$ cat src/rtl/serial_adder_if.sv
// serial_adder_if: start/operand request and busy/done/result bundle for the bit-serial adder
interface serial_adder_if #(parameter int WIDTH = 8);
  logic             start;
  logic [WIDTH-1:0] a;
  logic [WIDTH-1:0] b;
  logic             cin;
  logic             busy;
  logic             done;
  logic [WIDTH-1:0] sum;
  logic             cout;
  logic             overflow;
  modport master (output start, a, b, cin, input busy, done, sum, cout, overflow);
  modport slave  (input start, a, b, cin, output busy, done, sum, cout, overflow);
endinterface

$ cat src/rtl/serial_adder_ctrl.sv
// serial_adder_ctrl: WIDTH-bit adder computed one bit per clock through a single full adder cell
module full_adder_decoder_gate (
  input  logic a,
  input  logic b,
  input  logic ci,
  output logic s,
  output logic co
);
  logic [7:0] m;
  assign m[0] = ~a & ~b & ~ci;
  assign m[1] = ~a & ~b &  ci;
  assign m[2] = ~a &  b & ~ci;
  assign m[3] = ~a &  b &  ci;
  assign m[4] =  a & ~b & ~ci;
  assign m[5] =  a & ~b &  ci;
  assign m[6] =  a &  b & ~ci;
  assign m[7] =  a &  b &  ci;
  assign s  = m[1] | m[2] | m[4] | m[7];
  assign co = m[3] | m[5] | m[6] | m[7];
endmodule

module serial_adder_ctrl #(
  parameter int WIDTH = 8
) (
  input logic           clk,
  input logic           rst_n,
  serial_adder_if.slave bus
);
  localparam int CW = WIDTH > 1 ? $clog2(WIDTH) : 1;
  typedef enum logic [1:0] {IDLE, RUN, DONE} state_t;
  state_t           state_q, state_d;
  logic [WIDTH-1:0] a_sr_q, a_sr_d, b_sr_q, b_sr_d, sum_sr_q, sum_sr_d, sum_q, sum_d;
  logic [CW-1:0]    cnt_q, cnt_d;
  logic             carry_q, carry_d, cout_q, cout_d, ovf_q, ovf_d;
  logic             fa_s, fa_c;
  full_adder_decoder_gate u_fa (
    .a (a_sr_q[0]),
    .b (b_sr_q[0]),
    .ci(carry_q),
    .s (fa_s),
    .co(fa_c)
  );
  // capture on start, shift one bit per RUN cycle, publish result on the last bit
  always_comb begin
    state_d  = state_q;
    a_sr_d   = a_sr_q;
    b_sr_d   = b_sr_q;
    sum_sr_d = sum_sr_q;
    carry_d  = carry_q;
    cnt_d    = cnt_q;
    sum_d    = sum_q;
    cout_d   = cout_q;
    ovf_d    = ovf_q;
    case (state_q)
      IDLE: if (bus.start) begin
        a_sr_d  = bus.a;
        b_sr_d  = bus.b;
        carry_d = bus.cin;
        cnt_d   = '0;
        state_d = RUN;
      end
      RUN: begin
        sum_sr_d = (sum_sr_q >> 1) | (WIDTH'(fa_s) << (WIDTH - 1));
        a_sr_d   = a_sr_q >> 1;
        b_sr_d   = b_sr_q >> 1;
        carry_d  = fa_c;
        cnt_d    = cnt_q + 1'b1;
        if (cnt_q == CW'(WIDTH - 1)) begin
          sum_d   = sum_sr_d;
          cout_d  = fa_c;
          ovf_d   = carry_q ^ fa_c;
          state_d = DONE;
        end
      end
      default: state_d = IDLE;
    endcase
  end
  // state and datapath registers, all cleared by reset including the held result
  always_ff @(posedge clk or negedge rst_n) begin
    if (!rst_n) begin
      state_q  <= IDLE;
      a_sr_q   <= '0;
      b_sr_q   <= '0;
      sum_sr_q <= '0;
      carry_q  <= 1'b0;
      cnt_q    <= '0;
      sum_q    <= '0;
      cout_q   <= 1'b0;
      ovf_q    <= 1'b0;
    end else begin
      state_q  <= state_d;
      a_sr_q   <= a_sr_d;
      b_sr_q   <= b_sr_d;
      sum_sr_q <= sum_sr_d;
      carry_q  <= carry_d;
      cnt_q    <= cnt_d;
      sum_q    <= sum_d;
      cout_q   <= cout_d;
      ovf_q    <= ovf_d;
    end
  end
  assign bus.busy     = state_q == RUN;
  assign bus.done     = state_q == DONE;
  assign bus.sum      = sum_q;
  assign bus.cout     = cout_q;
  assign bus.overflow = ovf_q;
endmodule

$ cat src/flat_wrapper.sv
// flat-port wrapper written by rule: the top's interface ports become plain ports
module serial_adder_ctrl_flat 
#(
  parameter int WIDTH = 8
)
  (clk, rst_n, bus_start, bus_a, bus_b, bus_cin, bus_busy, bus_done, bus_sum, bus_cout, bus_overflow);
  serial_adder_if #(.WIDTH(WIDTH)) bus_i ();
  input logic clk;
  input logic rst_n;
  input wire logic [$bits(bus_i.start)-1:0] bus_start;
  input wire logic [$bits(bus_i.a)-1:0] bus_a;
  input wire logic [$bits(bus_i.b)-1:0] bus_b;
  input wire logic [$bits(bus_i.cin)-1:0] bus_cin;
  output wire logic [$bits(bus_i.busy)-1:0] bus_busy;
  output wire logic [$bits(bus_i.done)-1:0] bus_done;
  output wire logic [$bits(bus_i.sum)-1:0] bus_sum;
  output wire logic [$bits(bus_i.cout)-1:0] bus_cout;
  output wire logic [$bits(bus_i.overflow)-1:0] bus_overflow;
  assign bus_i.start = bus_start;
  assign bus_i.a = bus_a;
  assign bus_i.b = bus_b;
  assign bus_i.cin = bus_cin;
  assign bus_busy = bus_i.busy;
  assign bus_done = bus_i.done;
  assign bus_sum = bus_i.sum;
  assign bus_cout = bus_i.cout;
  assign bus_overflow = bus_i.overflow;
  serial_adder_ctrl #(.WIDTH(WIDTH)) u_core (.clk(clk), .rst_n(rst_n), .bus(bus_i));
endmodule
$ cat config.mk
export PLATFORM = sky130hd
export DESIGN_NAME = serial_adder_ctrl_flat
export DESIGN_NICKNAME = d
export VERILOG_FILES = /design/src/rtl/serial_adder_if.sv /design/src/rtl/serial_adder_ctrl.sv /design/src/flat_wrapper.sv
export SDC_FILE = /design/constraint.sdc
export NUM_CORES = 1
export LEC_CHECK = 0
export ABC_AREA = 1
export CORE_MARGIN = 2
export CORE_UTILIZATION = 40
export CTS_CLUSTER_SIZE = 25
export DETAILED_ROUTE_END_ITERATION = 7
export GPL_ROUTABILITY_DRIVEN = 0
export PLACE_DENSITY = 0.63
export REMOVE_ABC_BUFFERS = 1
export SLEW_MARGIN = 20
export SYNTH_ARGS = -nofsm -noshare
export SYNTH_HDL_FRONTEND = slang
export SYNTH_SLANG_ARGS = --single-unit
$ cat constraint.sdc
create_clock -name clk -period 2.55 [get_ports clk]
set_clock_uncertainty 0.05 [all_clocks]
set_input_delay 0.51 -clock clk [delete_from_list [all_inputs] [get_ports clk]]
set_output_delay 0.51 -clock clk [all_outputs]
set_load 0.03 [all_outputs]
==> summary.md, run 1 <==
| Metric | Value |
|---|---|
| Outcome | complete, no violations |
| Post-Route WL | 3.40 mm |
| Clock transition at the registers of the reported paths | 0.07 ns |
| EDFF count, synth | 0 |
| Wl on met1 | 1.62 mm |
| Core Area | 4630 um2 |
| Starting DRC count in detailed routing | 58 |
| R2r worst-path depth | 5 |
| Post-CTS sizing | 0 |
| Initial core utilization | 40.9% |
| Mapped Area | 1890 um2 |
| Startpoint types | flop |
| Crit. End Element | output port |
| Site row count | 25 |
| Antenna Cells | 0 |
| Post-DR wirelength/cell | 10.8 um |
| Sink Count | 39 |
| Reg2reg end | u_core.b_sr_q[6] |
| TritonRoute pass-1 iters | 4 |
| Synth top area cells | dfrtp_1 (52%), nand2_1 (15%), nand3_1 (8.2%), inv_1 (7.9%), o21ai_2 (3.7%) |
| DPL Wire Length | 2.21 mm |
| Clock network fraction of total power | 16.1% |
| GRT overflow | 0 |
| Ys Warns | 0 |
| Full die area | 5300 um2 |
| Synth area leader | dfrtp_1 |
| # port buffers | 31 |
| CTS tree | built |
| Sw Share | 41.2% |
| FFs w/ async S/R, synth | 100% |
| Tmin final | 2.28 ns |
| Final setup violating endpoints | 0 |
| Peak Freq | 0.439 GHz |
| WL met3 | 146 um |
| DP Area | 2200 um2 |
| Data arrival, critical path | 1.72 ns |
| Final hold viol count | 0 |
| DR WL met2 | 1.60 mm |
| DR DRC count | 0 |
| Gr usage total | 14.8% |
| Synthesis-stage register bit count | 39 |
| Relative slew slack | 41.8% |
| Synth Area per Inst | 8.30 um2 |
| Postcts setup bufs | 0 |
| Most common cell in the netlist | nand2_1 |
| Post-Synthesis Cells | 228 |
| Kind of critical path | flop to output port |
| Top Metal Used | met4 |
| Nets@finish | 281 |
| Routed Antenna Nets | 0 |
| Critical Path Start | u_core.state_q[1] |
| First-pass GRT wire length | 6.14 mm |
| Comb power frac | 46.4% |
| Vias/cell | 4.68 |
| Cell area after layout | 2310 um2 |
| Layout cells sized above 1 | 10.4% |
| Fin crit share | 89.3% |
| Max cap viols | 0 |
| CTS H-tree depth | 2 |
| Hold Crit Class | input port to asynchronous set/reset pin |
| NetSw | 1170 uW |
| Vias in the first global route | 1,411 |
| # IOs | 32 |
| Launching point of the worst reg2reg path | u_core.state_q[1] |
| Critical Path RT | 1.99 ns |
| Clock Latency Late Sink | 0.29 ns |
| Area growth syn-to-layout | 22.0% |
| Worst slew pin tran | 0.873 ns |
| Largest net degree at the start of global routing | 40 |
| Cts hold-fix bufs | 0 |
| Lkg Pwr | 0.00121 uW |
| Worst vdd ir | 0.556 mV |
| Antenna violations before repair | 0 |
| Die Y-Extent | 72.8 um |
| Fin Setup TNS | 0 ns |
| Slew Limit Fails | 0 |
| Yosys cell types | 20 |
| Pwr Density | 1230 nW/um2 |
| Via count | 1,465 |
| Pint | 1670 uW |
| Max Buffers Root-to-Sink | 2 |
| Top FF cell, synth | dfrtp_1 |
| Post-synth top area share | 51.6% |
| RSZ-0062 raised after global routing | false |
| Num CTS Buffers | 5 |
| Register area share after synthesis | 51.6% |
| Die width | 72.8 um |
| CTS root buffer | clkbuf_8 |
| Post-synth top cells | nand2_1 (75), inv_1 (40), dfrtp_1 (39) |
| Largest fanout on the critical path | 20 |
| Flop-to-flop setup slack | 0.69 ns |
| Share of power burned in registers | 37.6% |
## worst max path at each step
stage / end / slack [ns]
6_report: bus_done / 0.27
5_1_grt: bus_done / 0.19
4_1_cts: bus_done / 0.27
3_5_place_dp: bus_done / 0.60
3_3_place_gp: bus_done / 0.61
2_1_floorplan: u_core.a_sr_q[0] / 0.75
## sequential cells by signal, indices dropped and copies added, names as in the netlist
signal               count
u_core.a_sr_q            8
u_core.cnt_q             3
u_core.bus.sum           8
u_core.bus.overflow      1
u_core.bus.cout          1
u_core.state_q           2
u_core.sum_sr_q          7
u_core.carry_q           1
u_core.b_sr_q            8
## power groups by stage
stage | Sequential [uW] | Combinational, uW | Clock [uW]
floorplan | 1220 | 775 | 0
global placement | 1080 | 1320 | 0
detailed placement | 1080 | 1340 | 0
CTS | 1070 | 1340 | 475
global route | 1100 | 1520 | 494
finish | 1070 | 1320 | 457
## routing by layer
layer  GRT usage (%)  vias up
met1            19.1      677
met2            24.5       38
met5               0        -
met4            4.32        0
li1                -      746
met3            3.73        4
## cells by family (layout without fill, tap and decap cells)
family	after synthesis	count (layout)	synth area share, %
buffers and inverters	52	83	12.4
AND/OR/NAND/NOR	113	113	25.5
flip-flops	39	39	51.6
AO/OA/AOI/OAI	20	20	7.67
XOR/XNOR	1	1	0.463
adder cells (fa/ha/maj)	3	3	2.38
## critical path: stages (launching register included)
cell and delay, ns:
dfrtp_1 0.40, inv_2 0.18, nor2_1 0.16, clkdlybuf4s50_1 0.69
## cell usage in the layout (no fill, tap or decap)
cell,instances
ha_1,2
nand2_1,75
nand2_2,2
o21ai_0,10
buf_4,2
nand2_4,1
nand3_1,31
inv_1,40
buf_2,1
fa_1,1
clkdlybuf4s50_1,30
clkinvlp_4,1
dfrtp_1,39
nor2_4,1
o21ai_4,1
inv_2,2
o21ai_2,8
nor2_1,3
clkbuf_8,7
xor2_1,1
a21oi_2,1
## per-stage QoR
stage	worst slack (ns)	hold slack (ns)	util, %	total power [uW]	instances
CTS	0.274	0.321	49.8	2890	313
finish	0.273	0.271	49.8	2840	313
detailed placement	0.599	0.408	47.6	2420	305
global route	0.193	0.346	49.8	3110	313
floorplan	0.755	0.164	-	2000	218
global placement	0.611	0.406	47.6	2390	305
## layout make-up
cell class | instances | area [um2]
clock buffers | 7 | 96.3
flip-flops and latches | 39 | 976
clock inverters | 1 | 7.51
inverters | 42 | 158
well taps | 54 | 67.6
multi-input cells | 137 | 682
repair buffers | 33 | 320
fillers | 483 | 2320
No activity file was read; power rests on OpenSTA's default activity.
==> inputs of run 2 (changes only) <==
--- a/config.mk
+++ b/config.mk
@@ -6,6 +6,7 @@
 export NUM_CORES = 1
 export LEC_CHECK = 0
 export ABC_AREA = 1
+export CAP_MARGIN = 20
 export CORE_MARGIN = 2
 export CORE_UTILIZATION = 40
 export CTS_CLUSTER_SIZE = 25
==> constraint.sdc (replaced) <==
create_clock -name clk -period 2.55 [get_ports clk]
set_clock_uncertainty 0.05 [all_clocks]
set_input_delay 0.3825 -clock clk [delete_from_list [all_inputs] [get_ports clk]]
set_output_delay 0.3825 -clock clk [all_outputs]
set_load 0.03 [all_outputs]
==> run 2 against run 1 <==
Compared with the run above: core utilization shrank 0.41 points; global-route usage grew 0.39 points; register-to-register slack gained 0.03 ns; flip-flop and latch count is the same; critical path depth is the same; die area is the same; wire length shrank 3.6%; clock power shrank 11%; worst hold slack lost 0.13 ns; design area shrank 0.81%; highest routed layer unchanged.
==> summary.md, run 2 (synthesis results as in run 1) <==
| Metric | Value |
|---|---|
| Data arrival, critical path | 1.82 ns (+0.10 ns) |
| Largest fanout on the critical path | 11 (-45%) |
| Gr usage total | 15.2% (+0.39 points) |
| Nets@finish | 281 (unchanged) |
| Total power | 2780 uW (-2.1%) |
| Clock Latency Late Sink | 0.29 ns (about the same) |
| DP Area | 2200 um2 (unchanged) |
| First-pass GRT wire length | 6.17 mm (+0.44%) |
| GRT overflow | 0 (unchanged) |
| Critical Path RT | 2.12 ns (+0.13 ns) |
| Max Buffers Root-to-Sink | 2 (unchanged) |
| Core Area | 4630 um2 (unchanged) |
| Die Y-Extent | 72.8 um (unchanged) |
| Flop-to-flop setup slack | 0.72 ns (+0.03 ns) |
| Final setup violating endpoints | 0 (unchanged) |
| Antenna Cells | 0 (unchanged) |
| Pwr Density | 1220 nW/um2 (-1.3%) |
| Postcts setup bufs | 0 (unchanged) |
| Most frequent cells in the layout | nand2_1 (75), inv_1 (40), dfrtp_1 (39) |
| Cell area after layout | 2290 um2 (-0.81%) |
| Post-Route WL | 3.28 mm (-3.6%) |
| Commonest non-fill, non-tap cell in the layout | nand2_1 |
| Full die area | 5300 um2 (unchanged) |
| Non-Filler Instances | 313 (unchanged) |
| Post-DR wirelength/cell | 10.5 um (-3.6%) |
| DR DRC count | 0 (unchanged) |
| Placed insts | 305 (unchanged) |
| CP max stage delay | 0.69 ns (about the same) |
| TritonRoute pass-1 iters | 4 (unchanged) |
| Crit. End Element | output port |
| Antenna violations before repair | 0 (unchanged) |
| Vias/cell | 4.61 (-1.5%) |
| Cts hold-fix bufs | 0 (unchanged) |
| Post-Route Utilization | 49.4% (-0.41 points) |
| Post-CTS sizing | 0 (unchanged) |
| Starting DRC count in detailed routing | 44 (-24%) |
| Routed Antenna Nets | 0 (unchanged) |
| Peak Freq | 0.444 GHz (+0.97%) |
| Die width | 72.8 um (unchanged) |
| WP buf/inv | 2 (unchanged) |
| Reg2reg end | u_core.a_sr_q[6] |
| Worst vdd ir | 0.441 mV (-21%) |
| # IOs | 32 (unchanged) |
| Fin crit share | 88.4% (-0.86 points) |
| Outcome | complete, no violations |
| Crit path max-delay family | buffers and inverters |
| Startpoint types | flop |
| CTS tree | built |
| Fin Setup TNS | 0 ns (unchanged) |
| Tmin final | 2.25 ns (-0.0220 ns) |
| Clock transition at the registers of the reported paths | 0.08 ns (about the same) |
| # port buffers | 31 (unchanged) |
| RSZ-0062 raised after global routing | false |
| Initial core utilization | 40.9% (unchanged) |
| CTS H-tree depth | 2 (unchanged) |
| DPL Wire Length | 2.19 mm (-0.97%) |
| Max cap viols | 0 (unchanged) |
| Launching point of the worst reg2reg path | u_core.state_q[1] |
| Vias in the first global route | 1,382 (-2.1%) |
| CTS root buffer | clkbuf_8 |
| Site row count | 25 (unchanged) |
| Worst slew pin tran | 0.862 ns (-0.0116 ns) |
| Hold Crit Class | input port to asynchronous set/reset pin |
| Final hold viol count | 0 (unchanged) |
| Relative slew slack | 42.5% (+0.77 points) |
| Kind of critical path | flop to output port |
| Area growth syn-to-layout | 21.0% |
| R2r worst-path depth | 5 (unchanged) |
| Sink Count | 39 (unchanged) |
| Slew Limit Fails | 0 (unchanged) |
| Lkg Pwr | 0.00120 uW (-0.77%) |
| Worst path cell trace | inv_2 > nor2_4 > clkdlybuf4s50_1 |
| Via count | 1,443 (-1.5%) |
| Layout cells sized above 1 | 10.0% (-0.39 points) |
| Slowest CP cell | clkdlybuf4s50_1 |
| Largest net degree at the start of global routing | 40 (unchanged) |
| Num CTS Buffers | 5 (unchanged) |
-- run 2: cell types whose count changed in the layout (fill, tap and decap cells not counted), sizes merged --
cell and delta:
clkbuf -1, clkinv +1
-- run 2: metal layers --
metal  vias to the layer above  wire (um)  global-route usage [%]
li1                        750          -                       -
met1                       658       1560                    19.7
met2                        30       1550                    24.3
met3                         5        125                    4.97
met4                         0         47                    4.32
met5                         -          0                       0
-- run 2: worst max path at each step --
stage	cells after the start	to	slack [ns]	startpoint
final	3	bus_busy	0.30	u_core.state_q[0]
after global routing	3	bus_busy	0.20	u_core.state_q[0]
after CTS	3	bus_busy	0.27	u_core.state_q[0]
after detailed placement	3	bus_busy	0.59	u_core.state_q[0]
after global placement	3	bus_busy	0.62	u_core.state_q[0]
after floorplan	4	u_core.a_sr_q[0]	0.75	u_core.state_q[0]
-- run 2: final cells by class --
cell class,instances,area [um2]
clock buffer,6,72.6
clock inverter,2,12.5
fill,471,2340
inverter,42,158
multi-input combinational,137,682
sequential,39,976
tap,54,67.6
timing repair buffer,33,320
-- run 2: per-stage QoR --
| stage | worst slack [ns] | hold WS (ns) |
|---|---|---|
| 4_1_cts | 0.268 | 0.175 |
| 3_5_place_dp | 0.593 | 0.407 |
| 2_1_floorplan | 0.755 | 0.0369 |
| 3_3_place_gp | 0.619 | 0.405 |
| 5_1_grt | 0.202 | 0.208 |
| 6_report | 0.295 | 0.146 |
-- run 2: power breakdown --
| part | leakage (uW) | switching [uW] | internal (uW) |
|---|---|---|---|
| clock | 0.0000412 | 214 | 191 |
| sequential | 0.000483 | 177 | 910 |
| combinational | 0.000672 | 776 | 516 |
